$ cat config.mk
export PLATFORM = sky130hd
export DESIGN_NAME = blink_controller
export DESIGN_NICKNAME = d
export VERILOG_FILES = /design/src/rtl/blink_ctrl_pkg.sv /design/src/rtl/blink_controller_button_debounce.sv /design/src/rtl/blink_controller.sv
export SDC_FILE = /design/constraint.sdc
export NUM_CORES = 1
export LEC_CHECK = 0
export ABC_AREA = 1
export BUFFER_PORTS_ARGS = -buffer_cell sky130_fd_sc_hd__buf_2
export CAP_MARGIN = 25
export CORE_MARGIN = 2
export CORE_UTILIZATION = 30
export CTS_CLUSTER_DIAMETER = 50
export DETAILED_ROUTE_END_ITERATION = 10
export GPL_TIMING_DRIVEN = 0
export PLACE_DENSITY = 0.44
export RECOVER_POWER = 100
export SYNTH_ARGS = -nofsm -noshare
export SYNTH_HDL_FRONTEND = slang
export SYNTH_SLANG_ARGS = --single-unit
$ cat constraint.sdc
create_clock -name clock -period 2.4 [get_ports clock]
set_input_delay 0.12 -clock clock [delete_from_list [all_inputs] [get_ports clock]]
set_output_delay 0.12 -clock clock [all_outputs]
set_load 0.02 [all_outputs]
$ cat src/rtl/blink_ctrl_pkg.sv
// Shared types and helpers for the Blinky LED bank sequencer:
// mode encoding, mode sequencing and divider sizing.
package blink_ctrl_pkg;

  typedef enum logic [1:0] {
    MODE_OFF   = 2'd0,
    MODE_SLOW  = 2'd1,
    MODE_FAST  = 2'd2,
    MODE_CHASE = 2'd3
  } mode_t;

  localparam int SYNC_BITS = 2;

  function automatic int div_width(input int slow_div, input int fast_div);
    int max_div;
    if (slow_div > fast_div) begin
      max_div = slow_div;
    end else begin
      max_div = fast_div;
    end
    return $clog2(max_div);
  endfunction

  // Mode button order; CHASE wraps back to OFF.
  function automatic mode_t next_mode(input mode_t cur);
    mode_t nxt;
    case (cur)
      MODE_OFF:   nxt = MODE_SLOW;
      MODE_SLOW:  nxt = MODE_FAST;
      MODE_FAST:  nxt = MODE_CHASE;
      MODE_CHASE: nxt = MODE_OFF;
      default:    nxt = MODE_OFF;
    endcase
    return nxt;
  endfunction

endpackage

$ cat src/rtl/blink_controller_button_debounce.sv
// Button input path: two-flop synchronizer, debounce counter, accepted
// level and a one-cycle strobe on each accepted press (0->1).
module button_debounce
  import blink_ctrl_pkg::*;
#(
  parameter int DEBOUNCE_CYCLES = 1_000_000
) (
  input  logic clock,
  input  logic reset,
  input  logic in,
  output logic level,
  output logic press
);

  localparam int CW = $clog2(DEBOUNCE_CYCLES);
  localparam logic [CW-1:0] CNT_LAST = CW'(DEBOUNCE_CYCLES - 1);
  localparam logic [CW-1:0] CNT_ONE  = CW'(1);
  localparam logic [CW-1:0] CNT_ZERO = CW'(0);

  logic [SYNC_BITS-1:0] sync_r;
  logic [CW-1:0]        cnt_r;
  logic [CW-1:0]        cnt_s;
  logic                 level_r;
  logic                 level_s;
  logic                 press_r;
  logic                 press_s;
  logic                 synced_s;

  assign synced_s = sync_r[SYNC_BITS-1];

  // Synchronizer shift register for the asynchronous pin.
  always_ff @(posedge clock) begin
    if (reset) begin
      sync_r <= {SYNC_BITS{1'b0}};
    end else begin
      sync_r <= {sync_r[SYNC_BITS-2:0], in};
    end
  end

  // A candidate level must disagree with the accepted one for DEBOUNCE_CYCLES
  // consecutive cycles; any return to the accepted level restarts the count.
  always_comb begin
    cnt_s   = cnt_r;
    level_s = level_r;
    press_s = 1'b0;
    if (synced_s == level_r) begin
      cnt_s = CNT_ZERO;
    end else if (cnt_r == CNT_LAST) begin
      cnt_s   = CNT_ZERO;
      level_s = synced_s;
      press_s = synced_s;
    end else begin
      cnt_s = cnt_r + CNT_ONE;
    end
  end

  // Debounce state registers.
  always_ff @(posedge clock) begin
    if (reset) begin
      cnt_r   <= CNT_ZERO;
      level_r <= 1'b0;
      press_r <= 1'b0;
    end else begin
      cnt_r   <= cnt_s;
      level_r <= level_s;
      press_r <= press_s;
    end
  end

  assign level = level_r;
  assign press = press_r;

endmodule

$ cat src/rtl/blink_controller.sv
// Blinky LED bank sequencer: mode FSM, per-mode tick divider and LED pattern.
// Optional long-press-to-OFF on the pause button: BLINK_CTRL_LONG_PRESS_EN.
module blink_controller
  import blink_ctrl_pkg::*;
#(
  parameter int DEBOUNCE_CYCLES   = 1_000_000,
  parameter int SLOW_DIV          = 50_000_000,
  parameter int FAST_DIV          = 12_500_000,
  parameter int NUM_LEDS          = 4,
  parameter int LONG_PRESS_CYCLES = 200_000_000
) (
  input  logic                clock,
  input  logic                reset,
  input  logic                btn_mode,
  input  logic                btn_pause,
  output logic [NUM_LEDS-1:0] led,
  output logic [1:0]          mode,
  output logic                paused
);

  localparam int DW = div_width(SLOW_DIV, FAST_DIV);
  localparam logic [DW-1:0]       SLOW_LAST = DW'(SLOW_DIV - 1);
  localparam logic [DW-1:0]       FAST_LAST = DW'(FAST_DIV - 1);
  localparam logic [DW-1:0]       DIV_ONE   = DW'(1);
  localparam logic [DW-1:0]       DIV_ZERO  = DW'(0);
  localparam logic [NUM_LEDS-1:0] LED_ONE   = NUM_LEDS'(1);
  localparam logic [NUM_LEDS-1:0] LED_ZERO  = {NUM_LEDS{1'b0}};
  localparam logic [NUM_LEDS-1:0] LED_ALL   = {NUM_LEDS{1'b1}};

  mode_t               mode_r;
  mode_t               mode_s;
  logic                paused_r;
  logic                paused_s;
  logic                phase_r;
  logic                phase_s;
  logic [DW-1:0]       div_r;
  logic [DW-1:0]       div_s;
  logic [DW-1:0]       div_last_s;
  logic [NUM_LEDS-1:0] led_r;
  logic [NUM_LEDS-1:0] led_s;
  logic                tick_s;
  logic                long_press_s;
  logic                mode_press_s;
  logic                pause_press_s;
  logic                pause_level_s;
  logic                mode_level_unused_s;

  button_debounce #(
    .DEBOUNCE_CYCLES(DEBOUNCE_CYCLES)
  ) u_mode_btn (
    .clock(clock),
    .reset(reset),
    .in   (btn_mode),
    .level(mode_level_unused_s),
    .press(mode_press_s)
  );

  button_debounce #(
    .DEBOUNCE_CYCLES(DEBOUNCE_CYCLES)
  ) u_pause_btn (
    .clock(clock),
    .reset(reset),
    .in   (btn_pause),
    .level(pause_level_s),
    .press(pause_press_s)
  );

`ifdef BLINK_CTRL_LONG_PRESS_EN
  localparam int HW = $clog2(LONG_PRESS_CYCLES + 1);
  localparam logic [HW-1:0] HOLD_MAX  = HW'(LONG_PRESS_CYCLES);
  localparam logic [HW-1:0] HOLD_FIRE = HW'(LONG_PRESS_CYCLES - 1);
  localparam logic [HW-1:0] HOLD_ONE  = HW'(1);
  localparam logic [HW-1:0] HOLD_ZERO = HW'(0);

  logic [HW-1:0] hold_r;

  // Hold timer saturates so the long press fires only once per hold.
  always_ff @(posedge clock) begin
    if (reset) begin
      hold_r <= HOLD_ZERO;
    end else if (!pause_level_s) begin
      hold_r <= HOLD_ZERO;
    end else if (hold_r != HOLD_MAX) begin
      hold_r <= hold_r + HOLD_ONE;
    end else begin
      hold_r <= hold_r;
    end
  end

  assign long_press_s = pause_level_s && (hold_r == HOLD_FIRE);
`else
  logic lp_unused_s;
  assign lp_unused_s  = pause_level_s & (LONG_PRESS_CYCLES > 32'sd0);
  assign long_press_s = 1'b0;
`endif

  assign div_last_s = (mode_r == MODE_SLOW) ? SLOW_LAST : FAST_LAST;
  assign tick_s     = (mode_r != MODE_OFF) && !paused_r && (div_r == div_last_s);

  // Next mode, pause flag, divider and LED pattern.
  always_comb begin
    mode_s   = mode_r;
    paused_s = paused_r;
    phase_s  = phase_r;
    div_s    = div_r;
    led_s    = led_r;
    if (long_press_s) begin
      mode_s   = MODE_OFF;
      paused_s = 1'b0;
      phase_s  = 1'b0;
      div_s    = DIV_ZERO;
      led_s    = LED_ZERO;
    end else begin
      if (mode_press_s) begin
        mode_s  = next_mode(mode_r);
        div_s   = DIV_ZERO;
        phase_s = 1'b0;
        if (mode_s == MODE_CHASE) begin
          led_s = LED_ONE;
        end else begin
          led_s = LED_ZERO;
        end
      end else if (mode_r == MODE_OFF) begin
        div_s = DIV_ZERO;
        led_s = LED_ZERO;
      end else if (paused_r) begin
        div_s = div_r;
        led_s = led_r;
      end else if (tick_s) begin
        div_s = DIV_ZERO;
        if (mode_r == MODE_CHASE) begin
          led_s = {led_r[NUM_LEDS-2:0], led_r[NUM_LEDS-1]};
        end else begin
          phase_s = ~phase_r;
          led_s   = phase_r ? LED_ZERO : LED_ALL;
        end
      end else begin
        div_s = div_r + DIV_ONE;
      end
      // The pause toggle takes effect after this cycle's tick, so a tick
      // coinciding with the strobe is still applied.
      if (pause_press_s) begin
        paused_s = ~paused_r;
      end else begin
        paused_s = paused_r;
      end
    end
  end

  // Sequencer state; led/mode/paused come straight from these registers.
  always_ff @(posedge clock) begin
    if (reset) begin
      mode_r   <= MODE_OFF;
      paused_r <= 1'b0;
      phase_r  <= 1'b0;
      div_r    <= DIV_ZERO;
      led_r    <= LED_ZERO;
    end else begin
      mode_r   <= mode_s;
      paused_r <= paused_s;
      phase_r  <= phase_s;
      div_r    <= div_s;
      led_r    <= led_s;
    end
  end

  assign led    = led_r;
  assign mode   = mode_r;
  assign paused = paused_r;

endmodule
# Word level (Yosys, flattened, before mapping)
# Cells that the tools add are included.
word_totals:
  ff_bits: 82
  in_bits: 4
  out_inout_bits: 7
  elab_cells: 61
classes:
  addsub: 3
  eq_ne: 10
  mux: 11
  n_bitwise: 8
  reduce_logical: 16
ops:
  columns: ["operator", "n"]
  rows:
  - ["26-bit two-way mux", 2]
  - ["20-bit by 1-bit adder with 20-bit output, second input constant", 2]
  - ["20-bit == test, second input constant", 2]
  - ["26-bit by 1-bit adder with 26-bit output, second input constant", 1]
  - ["26-bit == test", 1]
  - ["4-bit two-way mux", 6]
  - ["3-bit OR reduction", 5]
  - ["1-bit inverter", 8]
  - ["2-bit case mux with 4 select lines", 1]
  - ["2-bit == test, second input constant", 3]
  - ["2-bit AND reduction", 3]
  - ["4-bit AND reduction", 1]
  - ["3-bit by 1-bit != test with 1-bit output, second input constant", 1]
  - ["3-bit nonzero test", 1]
  - ["1-bit == test", 2]
  - ["2-bit by 1-bit == test with 1-bit output, second input constant", 1]
  - ["1-bit logical AND", 2]
  - ["2-bit logical NOT", 1]
  - ["2-bit two-way mux", 1]
  - ["2-bit nonzero test", 1]
  - ["2-bit OR reduction", 1]
  - ["1-bit logical NOT", 1]
  - ["1-bit two-way mux", 1]

# Logic depth before layout (Yosys ltp)
depth:
  word_depth: 8
  mapped_depth: 12
  depth_no_buf: 12

# Hierarchy
# A second synthesis with hierarchy kept.
hier_totals:
  hier_cells: 650
  area_unflattened_um2: 4453.0
by_module_without_submodules:
  columns: ["mod", "instances", "cells_each", "area_each_um2", "seq_area_each_um2"]
  rows:
  - ["button_debounce", 2, 173, 1227.4, 480.5]
  - ["blink_controller", 1, 304, 1998.2, 680.7]

# Least setup slack after synthesis
# Ideal clock, no wire load.
synth_timing:
  path_kind: "register -> register"
  from: "register mode_r[1], in the netlist mode[1]"
  to: "register div_r[13]"
  arrival_time_ns: 1.599
  required_ns: 2.285
  path_slack_ns: 0.686
  stages_incl_launch_ff: 12
  n_path_buf: 1
  synth_period_minus_slack_ns: 1.714
  path_cell_list: "dfxtp_1 inv_1 ha_1 inv_1 nand3_1 nand2_1 nand2_1 nor2_4 nand3_4 nand2_4 buf_6 nor2_1"
synth_via:
  elab_chain_cells: 5
  elab_cells_between_ends: 9
  classes_between: "eq/ne: 2; mux: 2; reduce/logical: 5"
synth_rtl:
  columns: ["item", "line", "text"]
  rows:
  - ["start, declared", "blink_controller.sv:30", "mode_t mode_r;"]
  - ["start signal, assigned", "blink_controller.sv:159", "mode_r <= mode_s;"]
  - ["2-bit by 1-bit == test with 1-bit output", "blink_controller.sv:97", "assign div_last_s = (mode_r == MODE_SLOW) ? SLOW_LAST : FAST_LAST;"]
  - ["26-bit two-way mux", "blink_controller.sv:97", null]
  - ["26-bit == test", "blink_controller.sv:98", "assign tick_s = (mode_r != MODE_OFF) && !paused_r && (div_r == div_last_s);"]
  - ["1-bit logical AND", "blink_controller.sv:98", null]
  - ["26-bit two-way mux", "blink_controller.sv:129", "end else if (tick_s) begin"]
  - ["end signal, assigned", "blink_controller.sv:162", "div_r <= div_s;"]
  - ["end, declared", "blink_controller.sv:36", "logic [DW-1:0] div_r;"]
# Parallel ways exist; a longest one is shown, timed or not.
# A chain may end at the register's enable or synchronous reset.

# Worst setup path in the final report
layout_timing:
  from: "register mode_r[1], in the netlist mode[1]"
  to: "register div_r[18]"
# Same word-level chain as after synthesis.

==> results_dict.tcl <==
set metrics [dict create \
    grt_max_degree 16 \
    cts_buffers 9 \
    synth_warnings 0 \
    rsz0062_at_grt "no" \
    ir_worst_vdd_mv 0.420 \
    power.total_w 0.00292 \
    vias 3756 \
    skew_ns 0.00470 \
    holdPathStages 2 \
    reg2reg_from "mode[1]$_SDFFE_PP0P_" \
    holdWs_ns 0.0550 \
    synth_compound_area_share_pct 7.05 \
    regToRegEndpoint "div_r[18]$_SDFFE_PP0N_" \
    postCtsSetupRepairBufs 0 \
    p_leak_nw 1.67 \
    start_util_pct 30.8 \
    grt_first_pass_wirelength_um 17100 \
    dr.first_iter.drc_count 232 \
    synth-simple-area-share_pct 40.4 \
    ys.flop_type "dfxtp_1" \
    max_clock_freq_ghz 0.492 \
    hold_violations 0 \
    synth.area.mux_share_pct 0 \
    cts.sinks 82 \
    hp-start "reset" \
    routed_wl_um 9870 \
    crit_path_cell_trace "inv_1, ha_1, inv_1, nand3_1, nand2_1, nand2_1, nor2_4, nand3_4, nand2_4, clkbuf_2, nor2_1" \
    postCtsResizedCells 0 \
    gr-total-overflow 0 \
    syn_area_per_cell_um2 7.02 \
    regArea_um2 1640 \
    required_ns 2.63 \
    place_congestion 0.804 \
    root_buffer "clkbuf_16" \
    drive_gt1_share_pct 9.39 \
    hold_end "u_pause_btn.sync_r[1]$_SDFF_PP0_" \
    path_clk_slew_ns 0.06 \
    yosys.area.top_type_share_pct 38.2 \
    slowest_stage "dfxtp_1" \
    netlist_top_cells_area "dfxtp_1, nand2_1, nor2_1" \
    synth_top_family_by_area "simple AND/OR/NAND/NOR gates" \
    multi_input_area_um2 2230 \
    viasPerCell 4.59 \
    mostFrequentLayoutCell "nand2_1" \
    place.port_buffers 9 \
    arrival_ns 2.26 \
    syn_nets 623 \
    dr.pass1.iters 5 \
    fp.dieW_um 124 \
    cts_tree "yes" \
    reg2reg_depth 11 \
    critPathKind "reg -> reg" \
    placed_area_um2 4570 \
    ys_types 36 \
    route.detailed.drc 0 \
    critPathMaxFanout 10 \
    power.density_nw_per_um2 602 \
    utilization_pct 34.8 \
    r2r_slack_ns 0.37 \
    max-slew-margin-rel_pct 55.9 \
    synthArstFlopShare_pct 0 \
    fin_crit_sh_pct 84.7 \
    synthAdderAreaFrac_pct 2.04 \
    fillers 1498 \
    core_um2 13900 \
    track_usage_pct 14.5 \
    outcome "complete, no violations" \
    min_period_ns 2.03 \
    antenna_left 0 \
    crit_path_start_kind "flip-flop" \
    end_kind "flip-flop" \
    synthCells 612 \
    dp_hpwl_um 7480 \
    most-common-layout-cells "nand2_1, nor2_1, inv_1, dfxtp_1, nand3_1" \
    fp.dieH_um 124 \
    cts.path.max_buffers 2 \
    final_area_um2 4860 \
    first_global_vias 3621 \
    maxCapViolCount 0 \
    htreeDepth 3 \
    routedWlPerCell_um 12.1 \
    antenna_found_initial 0 \
    slew_viol_final 0 \
    nets 645 \
    yosysTopAreaCell "dfxtp_1" \
    hold_path_class "in -> reg" \
    die_area_um2 15300 \
    synth_seq_cells 82 \
    ys_seq_area_share_pct 38.2 \
    area_delta_synth_final_pct 13.0 \
    synth_xor_area_share_pct 3.26 \
    finalSetupViolCount 0 \
    diodes 0 \
    clock_latency_ns 0.35 \
    rows 43 \
    crit_path_max_incr_delay_ns 0.38 \
    synth_area_um2 4300 \
    final.setup.tns_ns 0 \
    worst_pin_slew_ns 0.662 \
    synth_edf_count 0 \
    ioPinCount 11 \
]
## per-layer routing
layer | GRT usage (%) | wire length (µm) | part of all wire (%)
met3 | 4.58 | 344 | 3.5
met4 | 4.12 | 97 | 0.98
met1 | 18.4 | 4830 | 49
met5 | 0 | 0 | 0
met2 | 23.8 | 4600 | 47
## cells by family (layout without fill, tap and decap cells)
family          count (synthesis)  count (layout)
xor+xnor                       16              16
simple gates                  358             358
compound gates                 56              56
flops                          82              82
buf+inv                        93             120
fa+ha+maj                       7               7
## critical path: cells and delay by family, from the launching register on
kind                       cells  cell delay, ns
adders and majority gates      1            0.25
buffers and inverters          3            0.43
DFF                            1            0.38
and+or+nand+nor                7            0.83
## timing repair
item,in CTS,in global routing
setup endpoints to repair,0,0
hold endpoints to repair,2,0
hold buffers,2,0
## registers in the layout, summed over array words and instances (netlist names)
register,count
div_r,26
led,4
mode,2
paused,1
phase_r,1
u_mode_btn.cnt_r,20
u_mode_btn.level,1
u_mode_btn.press,1
u_mode_btn.sync_r,2
u_pause_btn.cnt_r,20
u_pause_btn.level,1
u_pause_btn.press,1
u_pause_btn.sync_r,2
## Yosys cell counts, types with 7 or more instances
cell / count
dfxtp_1: 82
nand4_1: 22
nand3_1: 37
nand2_1: 129
nor2_4: 9
o21ai_0: 20
nor3_1: 26
ha_1: 7
inv_2: 7
inv_1: 79
nor2_1: 93
xor2_1: 11
a21oi_1: 24
nor3_2: 9
## power breakdown
part	switching (W)	internal, W	total (W)
combinational	0.0000154	0.0000100	0.0000254
sequential	0.00000287	0.00136	0.00137
clock	0.000610	0.000919	0.00153
## cell type report
cell class              instances  share of cell area (%)
well taps                     180                    4.64
multi-input cells             437                    46.0
clock inverters                 7                    2.06
inverters                      86                    6.65
flip-flops and latches         82                    33.8
clock buffers                   9                    4.64
plain buffers                   7                    1.08
repair buffers                 11                    1.16
## worst max path at each step
stage | startpoint | end | slack (ns) | cells after the start
final | mode[1]$_SDFFE_PP0P_ | div_r[18]$_SDFFE_PP0N_ | 0.37 | 11
after global routing | mode[1]$_SDFFE_PP0P_ | div_r[18]$_SDFFE_PP0N_ | 0.12 | 11
after CTS | mode[1]$_SDFFE_PP0P_ | div_r[18]$_SDFFE_PP0N_ | 0.46 | 11
after detailed placement | mode[1]$_SDFFE_PP0P_ | div_r[22]$_SDFFE_PP0N_ | 0.47 | 11
after global placement | mode[1]$_SDFFE_PP0P_ | div_r[22]$_SDFFE_PP0N_ | 0.46 | 11
after floorplan | mode[1]$_SDFFE_PP0P_ | div_r[13]$_SDFFE_PP0N_ | 0.69 | 11
## stage by stage
stage / instances / setup slack [ns]
2_1_floorplan: 612 / 0.686
3_3_place_gp: 801 / 0.464
3_5_place_dp: 801 / 0.470
4_1_cts: 819 / 0.459
5_1_grt: 819 / 0.124
6_report: 819 / 0.367
No activity file was read; power rests on OpenSTA's default activity.
